===== src/rtl/enemy_spawner_pkg.sv =====
// ============================================================================
//  Module      : enemy_spawner_pkg
//  Description : Shared FSM states, LFSR constants and screen defaults for the
//                enemy spawner and the game top level.
//  Revision    : 1.0 - initial release
// ============================================================================
`default_nettype none

package enemy_spawner_pkg;

    localparam int c_screen_w     = 640;
    localparam int c_screen_h     = 480;
    localparam int c_enemy_size   = 20;
    localparam int c_avoid_margin = 40;

    // x^10 + x^7 + 1 -> feedback from bits 9 and 6
    localparam logic [9:0] c_lfsr_seed = 10'h2A5;
    localparam logic [9:0] c_lfsr_taps = 10'h240;

    localparam logic [2:0] c_st_idle   = 3'd0;
    localparam logic [2:0] c_st_scan   = 3'd1;
    localparam logic [2:0] c_st_gen_x  = 3'd2;
    localparam logic [2:0] c_st_gen_y  = 3'd3;
    localparam logic [2:0] c_st_commit = 3'd4;

    typedef enum logic [2:0] {
        ST_IDLE   = c_st_idle,
        ST_SCAN   = c_st_scan,
        ST_GEN_X  = c_st_gen_x,
        ST_GEN_Y  = c_st_gen_y,
        ST_COMMIT = c_st_commit
    } spawn_state_t;

    function automatic logic [4:0] popcount16(input logic [15:0] v);
        logic [4:0] n;
        n = '0;
        for (int i = 0; i < 16; i++) begin
            n = n + {4'b0, v[i]};
        end
        return n;
    endfunction

endpackage

`default_nettype wire


===== src/rtl/enemy_spawner_lfsr10.sv =====
// ============================================================================
//  Module      : lfsr10
//  Description : Free-running 10-bit Fibonacci LFSR (x^10 + x^7 + 1).
//  Revision    : 1.0 - initial release
// ============================================================================
`default_nettype none

module lfsr10
    import enemy_spawner_pkg::*;
#(
    parameter logic [9:0] SEED = c_lfsr_seed
) (
    input  logic       clk,
    input  logic       rst,
    output logic [9:0] o_value
);

    logic [9:0] r_state;

    always_ff @(posedge clk or posedge rst) begin
        if (rst) begin
            r_state <= SEED;
        end else begin
            r_state <= {r_state[8:0], ^(r_state & c_lfsr_taps)};
        end
    end

    assign o_value = r_state;

endmodule

`default_nettype wire


===== src/rtl/enemy_spawner.sv =====
// ============================================================================
//  Module      : enemy_spawner
//  Description : Fills free enemy slots with random on-screen positions at a
//                throttled spawn rate; supports per-slot kills.
//                Option macro ENEMY_SPAWNER_AVOID_EN keeps spawns clear of
//                the player box (+40 px on every side).
//  Revision    : 1.0 - initial release
// ============================================================================
`default_nettype none

module enemy_spawner
    import enemy_spawner_pkg::*;
#(
    parameter int MAX_ENEMIES = 10,
    parameter int SCREEN_W    = c_screen_w,
    parameter int SCREEN_H    = c_screen_h,
    parameter int ENEMY_SIZE  = c_enemy_size,
    parameter int SPAWN_GAP   = 8
) (
    input  logic                      clk,
    input  logic                      rst,
    input  logic                      spawn_tick,
    input  logic                      kill_valid,
    input  logic [3:0]                kill_idx,
    input  logic [9:0]                player_x,
    input  logic [9:0]                player_y,
    output logic [MAX_ENEMIES-1:0]    enemy_active,
    output logic [10*MAX_ENEMIES-1:0] enemy_x_flat,
    output logic [10*MAX_ENEMIES-1:0] enemy_y_flat,
    output logic                      spawn_valid,
    output logic [3:0]                spawn_idx,
    output logic [4:0]                active_count
);

    localparam int               c_gap_w = (SPAWN_GAP < 2) ? 1 : $clog2(SPAWN_GAP + 1);
    localparam logic [c_gap_w-1:0] c_gap_max = c_gap_w'(SPAWN_GAP);
    localparam logic [10:0]      c_x_lim = 11'(SCREEN_W - ENEMY_SIZE);
    localparam logic [10:0]      c_y_lim = 11'(SCREEN_H - ENEMY_SIZE);

    spawn_state_t           r_state;
    logic [c_gap_w-1:0]     r_gap;
    logic [3:0]             r_slot;
    logic [9:0]             r_cand_x;
    logic [9:0]             r_cand_y;
    logic [MAX_ENEMIES-1:0] r_active;
    logic [MAX_ENEMIES-1:0] w_active_next;
    logic [4:0]             r_count;
    logic                   r_spawn_valid;
    logic [3:0]             r_spawn_idx;
    logic [9:0]             w_lfsr;
    logic                   w_commit;
    logic                   w_free_found;
    logic [3:0]             w_free_idx;
    logic                   w_overlap;

    lfsr10 #(
        .SEED    (c_lfsr_seed)
    ) u_lfsr (
        .clk     (clk),
        .rst     (rst),
        .o_value (w_lfsr)
    );

    assign w_commit = (r_state == ST_COMMIT);

    // Lowest-index free slot wins because the loop runs downward.
    always_comb begin
        w_free_found = 1'b0;
        w_free_idx   = '0;
        for (int i = MAX_ENEMIES - 1; i >= 0; i--) begin
            if (!r_active[i]) begin
                w_free_found = 1'b1;
                w_free_idx   = 4'(i);
            end
        end
    end

    // Kill only matches in-range indices; the committing slot is never active.
    always_comb begin
        w_active_next = r_active;
        for (int i = 0; i < MAX_ENEMIES; i++) begin
            if (kill_valid && (kill_idx == 4'(i))) begin
                w_active_next[i] = 1'b0;
            end
            if (w_commit && (r_slot == 4'(i))) begin
                w_active_next[i] = 1'b1;
            end
        end
    end

`ifdef ENEMY_SPAWNER_AVOID_EN
    localparam logic [11:0] c_reach = 12'(ENEMY_SIZE + c_avoid_margin);
    logic [11:0] w_ex;
    logic [11:0] w_ey;
    logic [11:0] w_px;
    logic [11:0] w_py;
    assign w_ex = {2'b0, r_cand_x};
    assign w_ey = {2'b0, w_lfsr};
    assign w_px = {2'b0, player_x};
    assign w_py = {2'b0, player_y};
    assign w_overlap = (w_ex + c_reach > w_px) && (w_ex < w_px + c_reach) &&
                       (w_ey + c_reach > w_py) && (w_ey < w_py + c_reach);
`else
    logic w_unused_player;
    assign w_unused_player = ^{player_x, player_y};
    assign w_overlap       = 1'b0;
`endif

    always_ff @(posedge clk or posedge rst) begin
        if (rst) begin
            r_gap <= '0;
        end else if (r_spawn_valid) begin
            r_gap <= '0;
        end else if (spawn_tick && (r_gap != c_gap_max)) begin
            r_gap <= r_gap + 1'b1;
        end
    end

    always_ff @(posedge clk or posedge rst) begin
        if (rst) begin
            r_state       <= ST_IDLE;
            r_slot        <= '0;
            r_cand_x      <= '0;
            r_cand_y      <= '0;
            r_active      <= '0;
            r_count       <= '0;
            r_spawn_valid <= 1'b0;
            r_spawn_idx   <= '0;
        end else begin
            r_spawn_valid <= 1'b0;
            r_active      <= w_active_next;
            r_count       <= popcount16(16'(w_active_next));
            case (r_state)
                ST_IDLE: begin
                    if (spawn_tick && (r_gap == c_gap_max)) begin
                        r_state <= ST_SCAN;
                    end
                end
                ST_SCAN: begin
                    if (w_free_found) begin
                        r_slot  <= w_free_idx;
                        r_state <= ST_GEN_X;
                    end else begin
                        r_state <= ST_IDLE;
                    end
                end
                ST_GEN_X: begin
                    if ({1'b0, w_lfsr} < c_x_lim) begin
                        r_cand_x <= w_lfsr;
                        r_state  <= ST_GEN_Y;
                    end
                end
                ST_GEN_Y: begin
                    if ({1'b0, w_lfsr} < c_y_lim) begin
                        if (w_overlap) begin
                            r_state <= ST_GEN_X;
                        end else begin
                            r_cand_y <= w_lfsr;
                            r_state  <= ST_COMMIT;
                        end
                    end
                end
                ST_COMMIT: begin
                    r_spawn_valid <= 1'b1;
                    r_spawn_idx   <= r_slot;
                    r_state       <= ST_IDLE;
                end
                default: r_state <= ST_IDLE;
            endcase
        end
    end

    // Coordinates are only written on commit; inactive slots keep stale values.
    for (genvar i = 0; i < MAX_ENEMIES; i++) begin : g_slot
        logic [9:0] r_x;
        logic [9:0] r_y;
        always_ff @(posedge clk or posedge rst) begin
            if (rst) begin
                r_x <= '0;
                r_y <= '0;
            end else if (w_commit && (r_slot == 4'(i))) begin
                r_x <= r_cand_x;
                r_y <= r_cand_y;
            end
        end
        assign enemy_x_flat[10*i +: 10] = r_x;
        assign enemy_y_flat[10*i +: 10] = r_y;
    end

    assign enemy_active = r_active;
    assign active_count = r_count;
    assign spawn_valid  = r_spawn_valid;
    assign spawn_idx    = r_spawn_idx;

endmodule

`default_nettype wire

===== config.mk =====
export PLATFORM = sky130hd
export DESIGN_NAME = enemy_spawner
export DESIGN_NICKNAME = d
export VERILOG_FILES = /design/src/rtl/enemy_spawner_pkg.sv /design/src/rtl/enemy_spawner_lfsr10.sv /design/src/rtl/enemy_spawner.sv
export SDC_FILE = /design/constraint.sdc
export NUM_CORES = 1
export LEC_CHECK = 0
export ABC_AREA = 1
export CORE_MARGIN = 8
export CORE_UTILIZATION = 44
export CTS_CLUSTER_DIAMETER = 80
export CTS_CLUSTER_SIZE = 24
export DETAILED_ROUTE_END_ITERATION = 16
export PLACE_DENSITY_LB_ADDON = 0.12
export SLEW_MARGIN = 5
export SYNTH_ARGS = -nofsm -noshare
export SYNTH_HDL_FRONTEND = slang
export SYNTH_SLANG_ARGS = --single-unit
export TNS_END_PERCENT = 1

===== constraint.sdc =====
create_clock -name clk -period 7.4 [get_ports clk]
set_input_delay 0.74 -clock clk [delete_from_list [all_inputs] [get_ports clk]]
set_output_delay 0.74 -clock clk [all_outputs]
set_load 0.005 [all_outputs]

==> results.sh, run 1 <==
export IMPL_outcome="finished clean"
export IMPL_fin_ws_ns=2.86
export IMPL_post_route_util_pct=56.7
export IMPL_synth_top_area_share_pct=64.6
export IMPL_setup_violations=0
export IMPL_setup_tns_final_ns=0
export IMPL_fin_skew_ns=0.0204
export IMPL_peakVddDrop_mv=0.194
export IMPL_grt_antenna_before_repair=0
export IMPL_fmax_mhz=220
export IMPL_async_reset_ff_share_pct=100
export IMPL_dieWidth_microns=166
export IMPL_route_detailed_drc=0
export IMPL_power_frac_clock_pct=30.7
export IMPL_syn2layout_area_growth_pct=28.2
export IMPL_power_per_cell_area_nw_per_um2=217
export IMPL_drive_above_1_share_pct=5.37
export IMPL_p_seq_share_pct=55.6
export IMPL_slowest_delay_ns=0.84
export IMPL_synth_main_ff_cell="dfrtp_1"
export IMPL_drtIter0Drc=532
export IMPL_fp_dieArea_sq_um=27500
export IMPL_clock_latency_ns=0.49
export IMPL_gp_congestion=0.779
export IMPL_cp_slowest_cell="nand4_2"
export IMPL_hold_buffers=0
export IMPL_crit_path_start_kind="register"
export IMPL_ant_nets=0
export IMPL_synth_largest_area_cell="dfrtp_1"
export IMPL_drt_total_wl_microns=27100
export IMPL_first_pass_iters=5
export IMPL_cts_root_buf="clkbuf_16"
export IMPL_crit_family="adder cells"
export IMPL_cts_setup_buffers=0
export IMPL_cts_clk_slew_worst_paths_ns=0.10
export IMPL_grt_pass1_wl_microns=43200
export IMPL_syn_avg_cell_area_sq_um=10.3
export IMPL_synth_cell_types=37
export IMPL_yosys_top_cells_area="dfrtp_1, nand2_1, o21ai_1"
export IMPL_nFillCells=1958
export IMPL_clockBufferDepth=3
export IMPL_synth_warnings=0
export IMPL_hp_class="register to register"
export IMPL_place_ws_ns=2.86
export IMPL_grt_start_max_net_pins=147
export IMPL_grt_usage_pct=19.8
export IMPL_finalCriticalPeriod_ns=4.54
export IMPL_seq_area_frac_synth_pct=65.9
export IMPL_post_synth_top_count_cell="nand2_1"
export IMPL_cts_htree_levels=1
export IMPL_net_switching_power_uw=737
export IMPL_clock_sinks=260
export IMPL_avgRoutedWirePerCell_microns=18.9
export IMPL_timing_hold_ws_ns=0.404
export IMPL_antenna_cells=0
export IMPL_tritoncts="yes"
export IMPL_cap_violations=0
export IMPL_ios=248
export IMPL_cp_data_arrival_time_ns=4.91
export IMPL_netlist_area_sq_um=9880
export IMPL_swShare_pct=26.8
export IMPL_syn_nets=994
export IMPL_use_met1_pct=27.3
export IMPL_cp_max_fo=41
export IMPL_path_buf_inv=2
export IMPL_rows=55
export IMPL_cts_resized=0
export IMPL_end_kind="register"
export IMPL_rsz0062_at_grt="no"
export IMPL_via_per_inst=4.95
export IMPL_finalMaxSlewViolations=0
export IMPL_grt_pass1_vias=6948
export IMPL_crit_type="register to register"
export IMPL_cts_buffers=15
export IMPL_overflow=0
export IMPL_core_area_sq_um=22400
export IMPL_p_int_mw=2.01
export IMPL_period_share_pct=61.3
export IMPL_nets=1188
export IMPL_synth_edf_count=0
export IMPL_grt_util_met2_pct=29.6
export IMPL_initial_utilization_pct=44.2
export IMPL_port_buffers=226
export IMPL_required_ns=7.77
export IMPL_p_leak_nw=5.49
export IMPL_synth_seq_cells=260
export IMPL_tightest_slew_ns=1.12
export IMPL_grtUsageMet3_pct=7.80
export IMPL_hpwl_microns=18500
export IMPL_comb_power_share_pct=13.7
export IMPL_postSynthCellCount=956
export IMPL_grt_busiest_layer="met2"
export IMPL_synth_top_cells_by_count="nand2_1, dfrtp_1, o21ai_1"
export IMPL_cp_cell_sequence="nor2_4, nand2_4, nor2_4, nand4_2, nand2_1, inv_1, fa_1, fa_1, fa_1, inv_1, ha_1, fa_1, xnor2_1"
export IMPL_slew_headroom_pct=25.3
export IMPL_via_count=7124
export IMPL_cp_common_cell="fa_1"
export IMPL_hold_violations=0
export IMPL_r2r_setup_slack_ns=2.86
export IMPL_die_h_microns=166
[worst paths after layout]
check,from,end,cells past startpoint
max,r_state[0],active_count[2],13
min reg2reg,u_lfsr.o_value[1],u_lfsr.o_value[2],0
max reg2reg,r_state[0],active_count[2],13
max in group asynchronous,rst,g_slot[2].r_y[8],3
min in group asynchronous,rst,g_slot[7].r_x[4],2
min,u_lfsr.o_value[1],u_lfsr.o_value[2],0
[per-layer routing]
metal | vias up | part of all wire, %
li1 | 3484 | -
met1 | 3415 | 47
met2 | 208 | 42
met3 | 17 | 10
met4 | 0 | 0.83
met5 | - | 0
[cell families (layout without fill, tap and decap cells)]
family	Yosys count	after routing	share of synthesized area, %
other cells	1	1	0.0379
flops	260	260	65.9
xor+xnor	2	2	0.177
fa+ha+maj	10	10	1.72
buf+inv	120	318	5.54
compound gates	237	237	12.4
simple gates	326	326	14.2
[layout make-up]
cell class / count / area, sq um / share of cell area [%]
multi-input cells: 576 / 2820 / 22.3
inverters: 67 / 258 / 2.03
repair buffers: 230 / 2300 / 18.2
clock buffers: 17 / 383 / 3.02
flip-flops and latches: 260 / 6510 / 51.4
clock inverters: 4 / 35.0 / 0.276
well taps: 285 / 357 / 2.81
[flip-flops by register name, indices dropped and copies added, names as in the netlist, 10 cells and up]
signal	flops
u_lfsr.o_value	10
enemy_active	10
r_cand_x	10
g_slot.r_x	100
g_slot.r_y	100
r_cand_y	10
[power groups by stage]
| stage | Sequential (mW) | Clock [mW] | Combinational [mW] |
|---|---|---|---|
| 2_1_floorplan | 1.54 | 0 | 0.264 |
| 3_3_place_gp | 1.56 | 0 | 0.377 |
| 3_5_place_dp | 1.56 | 0 | 0.388 |
| 4_1_cts | 1.53 | 0.879 | 0.388 |
| 5_1_grt | 1.54 | 0.924 | 0.437 |
| 6_report | 1.53 | 0.844 | 0.377 |
[through the flow]
| stage | cells | total power, mW | cell area (sq um) |
|---|---|---|---|
| floorplan | 956 | 1.81 | 9890 |
| finish | 1439 | 2.75 | 12700 |
| global route | 1439 | 2.90 | 12700 |
| CTS | 1439 | 2.80 | 12700 |
| detailed placement | 1418 | 1.94 | 12300 |
| global placement | 1418 | 1.93 | 12300 |
[layout by cell type (no fill, tap or decap), types with 2 or more instances in the layout]
| cell | n |
|---|---|
| nand4_1 | 2 |
| nor3_1 | 3 |
| nor3_2 | 4 |
| o21ai_1 | 131 |
| clkinv_2 | 2 |
| ha_1 | 4 |
| o21ai_2 | 9 |
| dfrtp_1 | 255 |
| dfstp_2 | 5 |
| clkdlybuf4s50_1 | 226 |
| nand3_1 | 17 |
| fa_1 | 6 |
| nor2_1 | 17 |
| a21oi_1 | 2 |
| buf_4 | 3 |
| nand2_1 | 265 |
| clkbuf_1 | 2 |
| nor2_4 | 5 |
| clkbuf_16 | 15 |
| inv_1 | 61 |
| nor3b_1 | 2 |
| nand4_2 | 7 |
| inv_2 | 4 |
| o21ai_0 | 90 |
No activity file was read; power rests on OpenSTA's default activity.
==> run 2, diff against run 1 <==
- CORE_UTILIZATION: 44 -> 45
- clock period: 7.4 -> 4.2 ns (I/O delays scaled with it)
==> results.sh, run 2 (synthesized netlist as in run 1, its figures left out) <==
export IMPL_hold_violations=0
export IMPL_grt_start_max_net_pins=140
export IMPL_initial_utilization_pct=45.6
export IMPL_cts_htree_levels=1
export IMPL_grt_usage_pct=19.8
export IMPL_cp_data_arrival_time_ns=3.87
export IMPL_port_buffers=226
export IMPL_avgRoutedWirePerCell_microns=18.7
export IMPL_cts_resized=0
export IMPL_outcome="finished clean"
export IMPL_grt_pass1_wl_microns=41700
export IMPL_slowest_delay_ns=0.52
export IMPL_tightest_slew_ns=0.773
export IMPL_largestRegisters="g_slot.r_x (100), g_slot.r_y (100)"
export IMPL_cts_clk_slew_worst_paths_ns=0.09
export IMPL_antenna_cells=0
export IMPL_finalCriticalPeriod_ns=3.50
export IMPL_power_per_cell_area_nw_per_um2=383
export IMPL_rsz0062_at_grt="no"
export IMPL_tritoncts="yes"
export IMPL_required_ns=4.57
export IMPL_total_power_mw=4.88
export IMPL_place_area_sq_um=12300
export IMPL_overflow=0
export IMPL_route_detailed_drc=0
export IMPL_finalNonFillerCells=1443
export IMPL_fmax_mhz=285
export IMPL_die_h_microns=164
export IMPL_cts_setup_buffers=0
export IMPL_core_area_sq_um=21700
export IMPL_p_seq_share_pct=55.3
export IMPL_cap_violations=0
export IMPL_p_leak_nw=5.52
export IMPL_power_frac_clock_pct=30.6
export IMPL_ios=248
export IMPL_grt_pass1_vias=7031
export IMPL_path_buf_inv=2
export IMPL_peakVddDrop_mv=0.404
export IMPL_fin_skew_ns=0.0228
export IMPL_cts_buffers=15
export IMPL_cp_max_fo=8
export IMPL_hold_buffers=0
export IMPL_final_cell_area_sq_um=12700
export IMPL_dieWidth_microns=164
export IMPL_cp_cell_sequence="nor2_4, nand2_4, nor2_4, nand4_2, nand2_1, inv_1, fa_1, fa_1, fa_1, inv_1, ha_1, fa_1, xnor2_1"
export IMPL_dp_cells=1421
export IMPL_via_per_inst=4.97
export IMPL_crit_path_start_kind="register"
export IMPL_grt_antenna_before_repair=0
export IMPL_comb_power_share_pct=14.1
export IMPL_p_int_mw=3.57
export IMPL_r2r_start="r_state[0]"
export IMPL_setup_tns_final_ns=0
export IMPL_drt_total_wl_microns=27000
export IMPL_clock_latency_ns=0.48
export IMPL_setup_violations=0
export IMPL_place_ws_ns=0.399
export IMPL_rows=54
export IMPL_final_common_cell="nand2_1"
export IMPL_clockBufferDepth=3
export IMPL_ant_nets=0
export IMPL_period_share_pct=83.4
export IMPL_drive_above_1_share_pct=5.85
export IMPL_layout_common_cells="nand2_1, dfrtp_1, clkdlybuf4s50_1"
export IMPL_syn2layout_area_growth_pct=28.9
export IMPL_hp_class="input pin to asynchronous set/reset pin"
export IMPL_crit_start="r_state[0]"
export IMPL_finalMaxSlewViolations=0
export IMPL_first_pass_iters=5
export IMPL_crit_type="register to register"
export IMPL_drtIter0Drc=513
export IMPL_via_count=7173
export IMPL_gp_congestion=0.806
export IMPL_slew_headroom_pct=48.5
export IMPL_net_switching_power_mw=1.31
export IMPL_nets=1196
export IMPL_swShare_pct=26.9
export IMPL_fin_ws_ns=0.696
export IMPL_cp_slowest_cell="fa_1"
export IMPL_clock_sinks=260
export IMPL_fp_dieArea_sq_um=27000
export IMPL_cp_common_cell="fa_1"
export IMPL_post_route_util_pct=58.7
export IMPL_hpwl_microns=18700
export IMPL_cts_root_buf="clkbuf_16"
export IMPL_end_kind="register"
export IMPL_crit_family="adder cells"
export IMPL_timing_hold_ws_ns=0.249
[run 2: area by class of cell]
cell class | count | area, sq um
Multi-Input combinational cell | 576 | 2820
Tap cell | 280 | 350
Timing Repair Buffer | 238 | 2360
Inverter | 67 | 258
Fill cell | 1922 | 8950
Clock inverter | 2 | 37.5
Clock buffer | 20 | 394
Sequential cell | 260 | 6510
[run 2: metal layers]
metal	wire, microns	share of wire [%]	global-route usage, %	up-vias
met1	12300	46	27.6	3448
met3	2660	9.9	6.79	21
met5	0	0	0	-
met2	11600	43	29.9	209
li1	-	-	-	3495
met4	410	1.5	3.35	0
[run 2: worst paths after layout]
| path | to | slack, ns | depth (start not counted) |
|---|---|---|---|
| min in group clk | u_lfsr.o_value[2] | 0.41 | 0 |
| min reg2reg | u_lfsr.o_value[2] | 0.41 | 0 |
| max in group asynchronous | spawn_idx[1] | 2.93 | 3 |
| min | g_slot[6].r_y[9] | 0.25 | 2 |
| max reg2reg | active_count[2] | 0.70 | 13 |
| max | active_count[2] | 0.70 | 13 |
[run 2: power by group through the flow]
stage	logic (mW)	registers [mW]	clock network, mW
2_1_floorplan	0.464	2.72	0
3_5_place_dp	0.701	2.75	0
3_3_place_gp	0.671	2.74	0
4_1_cts	0.707	2.70	1.54
6_report	0.686	2.70	1.49
5_1_grt	0.794	2.71	1.62
==> run 3, diff against run 2 <==
- clock period: 4.2 -> 3.5 ns (I/O delays scaled with it)
==> results.sh, run 3 (synthesized netlist as in run 1, its figures left out) <==
export IMPL_avgRoutedWirePerCell_microns=19.0
export IMPL_power_frac_clock_pct=33.2
export IMPL_net_switching_power_mw=1.62
export IMPL_first_pass_iters=5
export IMPL_cts_root_buf="clkbuf_16"
export IMPL_hpwl_microns=19300
export IMPL_swShare_pct=26.3
export IMPL_port_buffers=226
export IMPL_finalCriticalPeriod_ns=3.39
export IMPL_clock_latency_ns=0.49
export IMPL_slew_headroom_pct=59.0
export IMPL_dieWidth_microns=164
export IMPL_grt_pass1_wl_microns=42600
export IMPL_tritoncts="yes"
export IMPL_drive_above_1_share_pct=7.39
export IMPL_layout_common_cells="nand2_1, dfrtp_1, clkdlybuf4s50_1"
export IMPL_finalNonFillerCells=1458
export IMPL_end_kind="register"
export IMPL_setup_violations=0
export IMPL_grt_antenna_before_repair=0
export IMPL_post_route_util_pct=59.8
export IMPL_syn2layout_area_growth_pct=31.1
export IMPL_timing_hold_ws_ns=0.282
export IMPL_finalMaxSlewViolations=0
export IMPL_fp_dieArea_sq_um=27000
export IMPL_ios=248
export IMPL_rows=54
export IMPL_final_common_cell="nand2_1"
export IMPL_drtIter0Drc=563
export IMPL_antenna_cells=0
export IMPL_cp_common_cell="fa_1"
export IMPL_slowest_delay_ns=0.56
export IMPL_setup_tns_final_ns=0
export IMPL_drt_total_wl_microns=27700
export IMPL_die_h_microns=164
export IMPL_core_area_sq_um=21700
export IMPL_cp_slowest_cell="fa_1"
export IMPL_cp_cell_sequence="nor2_4, nand2_4, nor2_4, nand4_4, nand2_2, inv_1, fa_1, fa_1, fa_1, inv_1, ha_2, fa_2"
export IMPL_peakVddDrop_mv=0.486
export IMPL_nets=1208
export IMPL_cap_violations=0
export IMPL_route_detailed_drc=0
export IMPL_clockBufferDepth=3
export IMPL_hp_class="input pin to asynchronous set/reset pin"
export IMPL_initial_utilization_pct=45.6
export IMPL_fmax_mhz=295
export IMPL_crit_family="adder cells"
export IMPL_via_count=7287
export IMPL_via_per_inst=5.00
export IMPL_period_share_pct=96.7
export IMPL_grt_start_max_net_pins=65
export IMPL_ant_nets=0
export IMPL_cp_max_fo=6
export IMPL_path_buf_inv=2
export IMPL_cts_htree_levels=1
export IMPL_hold_buffers=0
export IMPL_power_per_cell_area_nw_per_um2=475
export IMPL_comb_power_share_pct=14.5
export IMPL_gp_congestion=0.825
export IMPL_crit_path_start_kind="register"
export IMPL_dp_cells=1429
export IMPL_cp_data_arrival_time_ns=3.81
export IMPL_grt_usage_pct=20.3
export IMPL_hold_violations=0
export IMPL_p_int_mw=4.54
export IMPL_crit_type="register to register"
export IMPL_largestRegisters="g_slot.r_x (100), g_slot.r_y (100)"
export IMPL_cts_buffers=15
export IMPL_p_leak_nw=5.62
export IMPL_overflow=0
export IMPL_grt_pass1_vias=7108
export IMPL_cts_clk_slew_worst_paths_ns=0.10
export IMPL_p_seq_share_pct=52.3
export IMPL_clock_sinks=260
export IMPL_outcome="finished clean"
export IMPL_tightest_slew_ns=0.613
export IMPL_required_ns=3.93
export IMPL_fin_skew_ns=0.0231
-- run 3: path summary, 6_finish.rpt --
kind	startpoint	endpoint	slack (ns)	cells past startpoint
max	r_state[1]	active_count[1]	0.11	12
min	rst	g_slot[3].r_x[8]	0.28	2
max reg2reg	r_state[1]	active_count[1]	0.11	12
min reg2reg	u_lfsr.o_value[4]	u_lfsr.o_value[5]	0.41	0
max in group asynchronous	rst	u_lfsr.o_value[2]	2.46	3
min in group clk	u_lfsr.o_value[4]	u_lfsr.o_value[5]	0.41	0
-- run 3: power groups by stage --
stage                     Sequential (mW)  Combinational (mW)  Clock, mW
after floorplan                      3.26               0.557          0
after global placement               3.28               0.845          0
after detailed placement             3.28               0.876          0
after CTS                            3.22               0.884       2.10
after global routing                 3.24                1.01       2.19
final                                3.22               0.892       2.04
-- run 3: final cells by class --
type                    instances  area (sq um)
clock buffers                  21           398
well taps                     280           350
fillers                      1858          8730
repair buffers                250          2490
clock inverters                 4           106
inverters                      67           258
multi-input cells             576          2840
flip-flops and latches        260          6510
-- run 3: layer usage --
metal	vias to the layer above	track usage (%)	part of all wire (%)
met1	3526	28.1	45
li1	3515	-	-
met2	221	30.9	44
met5	-	0	0
met3	25	6.97	10
met4	0	3.47	1.4
-- run 3: through the flow --
stage | power (mW) | worst slack, ns | cell area, sq um
after global routing | 6.44 | -0.00424 | 13000
after detailed placement | 4.16 | -0.190 | 12400
final | 6.16 | 0.115 | 13000
after global placement | 4.12 | -0.156 | 12400
after floorplan | 3.82 | -0.273 | 9890
after CTS | 6.21 | 0.0215 | 12900
-- run 3: repair_timing --
item / CTS / global route
endpoints found under the setup margin: 0 / 2
gates resized for setup: 0 / 6
setup buffers: 0 / 4
